==> src/rtl/loss_accum_pkg.sv <==
// Shared definitions for the loss stage and the batch loss accumulator.
package loss_accum_pkg;

  // Handshake state reported by the upstream per-sample loss stage.
  // The encoding 2'b11 is unused and counts as "no valid sample".
  typedef enum logic [1:0] {
    LOSS_IDLE  = 2'b00,
    LOSS_BUSY  = 2'b01,
    LOSS_VALID = 2'b10
  } loss_state_e;

  // Control states of the batch accumulator.
  typedef enum logic [1:0] {
    ACC_IDLE    = 2'b00,
    ACC_COLLECT = 2'b01,
    ACC_DONE    = 2'b10
  } acc_state_e;

endpackage : loss_accum_pkg

==> src/rtl/loss_accum.sv <==
// Batch mean-loss accumulator. It collects 2^batch_log2 per-sample losses
// from the upstream loss stage, sums them in a register wide enough that it
// cannot overflow, and presents the arithmetic mean (floor division by a
// power of two) until downstream accepts it.
module loss_accum
  import loss_accum_pkg::*;
#(
  parameter int IL     = 4,
  parameter int FL     = 16,
  parameter int MAXLOG = 7
) (
  input  logic                            clk,
  input  logic                            reset,
  input  logic                            start,
  input  logic                            abort,
  input  logic [$clog2(MAXLOG+1)-1:0]     batch_log2,
  input  logic [1:0]                      loss_state,
  input  logic signed [IL+FL-1:0]         loss_out,
  output logic                            output_taken,
  output logic                            busy,
  output logic [MAXLOG:0]                 count,
  output logic signed [IL+FL-1:0]         result,
  output logic                            result_valid,
  input  logic                            result_ready
);

  localparam int W   = IL + FL;             // sample / result width
  localparam int AW  = W + MAXLOG;          // sum of 2^MAXLOG samples fits
  localparam int BLW = $clog2(MAXLOG + 1);  // batch_log2 width
  localparam int CW  = MAXLOG + 1;          // count holds up to 2^MAXLOG

  acc_state_e            state_q, state_d;
  logic signed [AW-1:0]  acc_q, acc_d;
  logic [CW-1:0]         count_q, count_d;
  logic [BLW-1:0]        log2_q, log2_d;

  logic                  accept;
  logic [CW-1:0]         count_inc;
  logic [CW-1:0]         batch_n;
  logic [BLW-1:0]        log2_clamped;
  logic signed [AW-1:0]  loss_ext;

  // Sample handshake, batch size and sign-extended sample. Reset and abort
  // both veto the handshake so a sample is never half-consumed.
  always_comb begin
    accept       = (state_q == ACC_COLLECT) && (loss_state == LOSS_VALID)
                   && !abort && !reset;
    count_inc    = count_q + CW'(1);
    batch_n      = CW'(1) << log2_q;
    log2_clamped = (int'(batch_log2) > MAXLOG) ? BLW'(MAXLOG) : batch_log2;
    loss_ext     = {{MAXLOG{loss_out[W-1]}}, loss_out};
  end

  // Next-state and datapath update for the batch FSM.
  // NOTE: every target gets a default before the case so no path leaves it
  // unassigned; otherwise synthesis would infer a latch.
  always_comb begin
    state_d = state_q;
    acc_d   = acc_q;
    count_d = count_q;
    log2_d  = log2_q;

    unique case (state_q)
      ACC_IDLE: begin
        if (start) begin
          state_d = ACC_COLLECT;
          log2_d  = log2_clamped;
          acc_d   = '0;
          count_d = '0;
        end
      end

      ACC_COLLECT: begin
        if (abort) begin
          state_d = ACC_IDLE;
          acc_d   = '0;
          count_d = '0;
        end else if (accept) begin
          acc_d   = acc_q + loss_ext;
          count_d = count_inc;
          if (count_inc == batch_n) begin
            state_d = ACC_DONE;
          end
        end
      end

      ACC_DONE: begin
        if (result_ready) begin
          state_d = ACC_IDLE;
          acc_d   = '0;
          count_d = '0;
        end
      end

      default: begin
        state_d = ACC_IDLE;
        acc_d   = '0;
        count_d = '0;
      end
    endcase
  end

  // State registers with synchronous reset.
  // NOTE: sequential state uses non-blocking assignments so every register
  // samples the pre-edge values regardless of statement order.
  always_ff @(posedge clk) begin
    if (reset) begin
      state_q <= ACC_IDLE;
      acc_q   <= '0;
      count_q <= '0;
      log2_q  <= '0;
    end else begin
      state_q <= state_d;
      acc_q   <= acc_d;
      count_q <= count_d;
      log2_q  <= log2_d;
    end
  end

  // Outputs. The mean is an arithmetic shift of the signed sum, so it rounds
  // toward minus infinity; the mean of in-range samples always fits in W bits.
  always_comb begin
    output_taken = accept;
    busy         = (state_q != ACC_IDLE);
    count        = count_q;
    result_valid = (state_q == ACC_DONE);
    result       = (state_q == ACC_DONE) ? W'(acc_q >>> log2_q) : '0;
  end

endmodule : loss_accum

==> config.mk <==
export PLATFORM = sky130hd
export DESIGN_NAME = loss_accum
export DESIGN_NICKNAME = d
export VERILOG_FILES = /design/src/rtl/loss_accum_pkg.sv /design/src/rtl/loss_accum.sv
export SDC_FILE = /design/constraint.sdc
export NUM_CORES = 1
export LEC_CHECK = 0
export ABC_CLOCK_PERIOD_IN_PS = 8700
export BUFFER_PORTS_ARGS = -buffer_cell sky130_fd_sc_hd__buf_4
export CORE_UTILIZATION = 40
export DETAILED_ROUTE_END_ITERATION = 8
export GPL_ROUTABILITY_DRIVEN = 0
export GPL_TIMING_DRIVEN = 1
export HOLD_SLACK_MARGIN = 0.06
export PLACE_DENSITY = 0.56
export SETUP_SLACK_MARGIN = 0.15
export SYNTH_ARGS = -nofsm -noshare
export SYNTH_HDL_FRONTEND = slang
export SYNTH_SLANG_ARGS = --single-unit
==> constraint.sdc <==
create_clock -name clk -period 8.7 [get_ports clk]
set_input_delay 2.175 -clock clk [delete_from_list [all_inputs] [get_ports clk]]
set_output_delay 2.175 -clock clk [all_outputs]
set_load 0.03 [all_outputs]
==> results.json <==
{
  "gr-total-overflow": 0,
  "synth_nets": 539,
  "yosys.area.top_type": "dfxtp_1",
  "power_uw": 426,
  "grt_use_total_pct": 20.2,
  "stdcell_area_um2": 4600,
  "grt_first_pass_wirelength_um": 16500,
  "worst_setup_path_start_kind": "input pin",
  "fp.dieW_um": 101,
  "grt_pass1_vias": 3271,
  "synth-edff-count": 0,
  "crit_path_end_kind": "output pin",
  "routed.top_layer": "met4",
  "status": "finished clean",
  "ant_nets": 0,
  "slew_headroom_pct": 37.0,
  "viasPerCell": 5.54,
  "cts_setup_buffers": 0,
  "vias": 3631,
  "drv_cap": 0,
  "worstPathMaxFanout": 31,
  "slowest_stage": "nand2_1",
  "std_cell_rows": 35,
  "drc": 0,
  "clk_pin_slew_ns": 0.07,
  "clockRootBuffer": "clkbuf_8",
  "synth_cell_types": 61,
  "avgRoutedWirePerCell_um": 15.5,
  "worstPathRequired_ns": 6.53,
  "rsz0062_at_grt": "no",
  "clock_sinks": 40,
  "critPathBufInv": 3,
  "ir_worst_vdd_mv": 0.0556,
  "cts_hold_buf": 0,
  "ys_top_cells_by_area": "dfxtp_1 20%, mux4_2 9.7%, mux2i_1 9.6%",
  "cpMostUsedCell": "buf_4",
  "r2r_slack_ns": 5.61,
  "layout.nets": 584,
  "fin_skew_ns": 0.00845,
  "yosys_warnings": 0,
  "crit_family": "simple AND/OR/NAND/NOR gates",
  "io_pins": 61,
  "finalCritPeriodShare_pct": 68.2,
  "syn_area_per_cell_um2": 8.21,
  "initial_utilization_pct": 42.0,
  "tightest_slew_ns": 0.945,
  "wl_met2_um": 4640,
  "core_area_um2": 9420,
  "cp_cell_sequence": "buf_4 -> nor3b_1 -> nand2_1 -> inv_1 -> buf_4",
  "finalSetupViolCount": 0,
  "tns_ns": 0,
  "min_path_type": "reg2reg",
  "synth_seq_cells": 40,
  "wl_met1_um": 5070,
  "drv_slew": 0,
  "drt-pass1-iter-count": 4,
  "cp.arrival_ns": 3.76,
  "grt_max_degree": 38,
  "ctsResizeCount": 0,
  "synthFlopType": "dfxtp_1",
  "die_h_um": 101,
  "synth_top_area_share_pct": 20.3,
  "max-clock-path-buffers": 2,
  "period_minus_slack_ns": 5.93,
  "synthTopCellsByCount": "66 x nor2_1, 40 x dfxtp_1, 38 x a21oi_1, 38 x mux2i_1, 29 x nand2_1",
  "leakage_uw": 0.00196,
  "htree_levels": 2,
  "area_growth_syn_to_layout_pct": 16.3,
  "cellPowerDensity_nw_per_um2": 92.7,
  "clock_latency_ns": 0.29,
  "io_buffers": 60,
  "dpl.hpwl_um": 7870,
  "numCtsBuffers": 5,
  "drt_iter0_drc": 138,
  "die-area_um2": 10300,
  "final-hold-violation-count": 0,
  "place_area_um2": 4490,
  "routed_wl_um": 10200,
  "antenna_found_initial": 0,
  "drive_above_1_share_pct": 18.6,
  "cts_tree": "yes",
  "critical_path_class": "in2out",
  "syn-cell-area_um2": 3950,
  "max_freq_mhz": 169,
  "fillers": 938,
  "diodes": 0,
  "synthCells": 481,
  "synth-async-reset-ratio_pct": 0,
  "dr_wl_met3_um": 381,
  "worst_path_largest_cell_delay_ns": 0.54,
  "ys_seq_area_share_pct": 20.3,
  "synth.most_common_cell": "nor2_1"
}
[per-layer routing]
metal	vias to the layer above	global-route usage (%)
met5	-	0
met4	0	3.68
met2	83	32.4
met3	5	1.93
li1	1879	-
met1	1664	29.7
[per-stage QoR]
step                worst slack [ns]  util, %  hold WS [ns]  std cells
floorplan                       3.19        -         0.451        481
global placement                2.87     47.7         0.484        648
detailed placement              2.78     47.7         0.488        648
CTS                             2.76     48.8         0.498        656
global route                    2.69     48.8         0.534        656
finish                          2.77     48.8         0.496        656
[worst paths after layout]
path | start | depth (start not counted) | end
max | reset | 5 | output_taken
min | acc_q[26]$_SDFFE_PP0P_ | 2 | acc_q[26]$_SDFFE_PP0P_
max reg2reg | acc_q[0]$_SDFFE_PP0P_ | 10 | acc_q[26]$_SDFFE_PP0P_
min reg2reg | acc_q[26]$_SDFFE_PP0P_ | 2 | acc_q[26]$_SDFFE_PP0P_
[cell families after synthesis]
group                    Yosys count  synth area share, %
XOR/XNOR                          24                 5.32
buffers and inverters             38                 3.86
AND/OR/NAND/NOR                  153                 18.5
multiplexers                      56                 19.6
AO/OA/AOI/OAI                    142                 23.3
flip-flops                        40                 20.3
adder cells (fa/ha/maj)           28                 9.06
[tightest hold or removal path, stage by stage, from the launching register on]
cell     delay [ns]
dfxtp_1        0.34
nand2_1        0.06
a21oi_1        0.05
[report_power, final]
group	leakage (µW)	switching [µW]	internal (µW)	total [µW]
logic	0.00159	44.1	40.0	84.1
registers	0.000323	7.85	185	193
clock network	0.0000552	63.6	85.1	149
[cells in the final DEF (no fill, tap or decap), types with 5 or more instances in the layout]
master,n
xor2_1,8
o21ai_0,28
a21oi_1,38
clkbuf_8,5
a22oi_1,17
nand3_1,8
inv_1,12
dfxtp_1,39
mux2i_1,38
buf_4,63
nand2_1,29
and3_1,5
nor2_1,66
nand2b_1,8
xnor2_1,16
nor2b_1,7
a211oi_1,6
nor3_1,6
a21o_1,13
mux4_2,17
ha_1,27
or3_1,5
[state kept, by name, summed over array words and instances (netlist names)]
| register | count |
|---|---|
| count | 8 |
| log2_q | 3 |
| acc_q | 27 |
| state_q | 2 |
[layout make-up]
type	count	area (µm²)	area share [%]
flip-flops and latches	40	802	17.5
inverters	13	48.8	1.06
repair buffers	63	473	10.3
clock inverters	2	35.0	0.762
well taps	129	161	3.51
clock buffers	6	72.6	1.58
multi-input cells	403	3000	65.3
(Power assumes the default switching activity.)
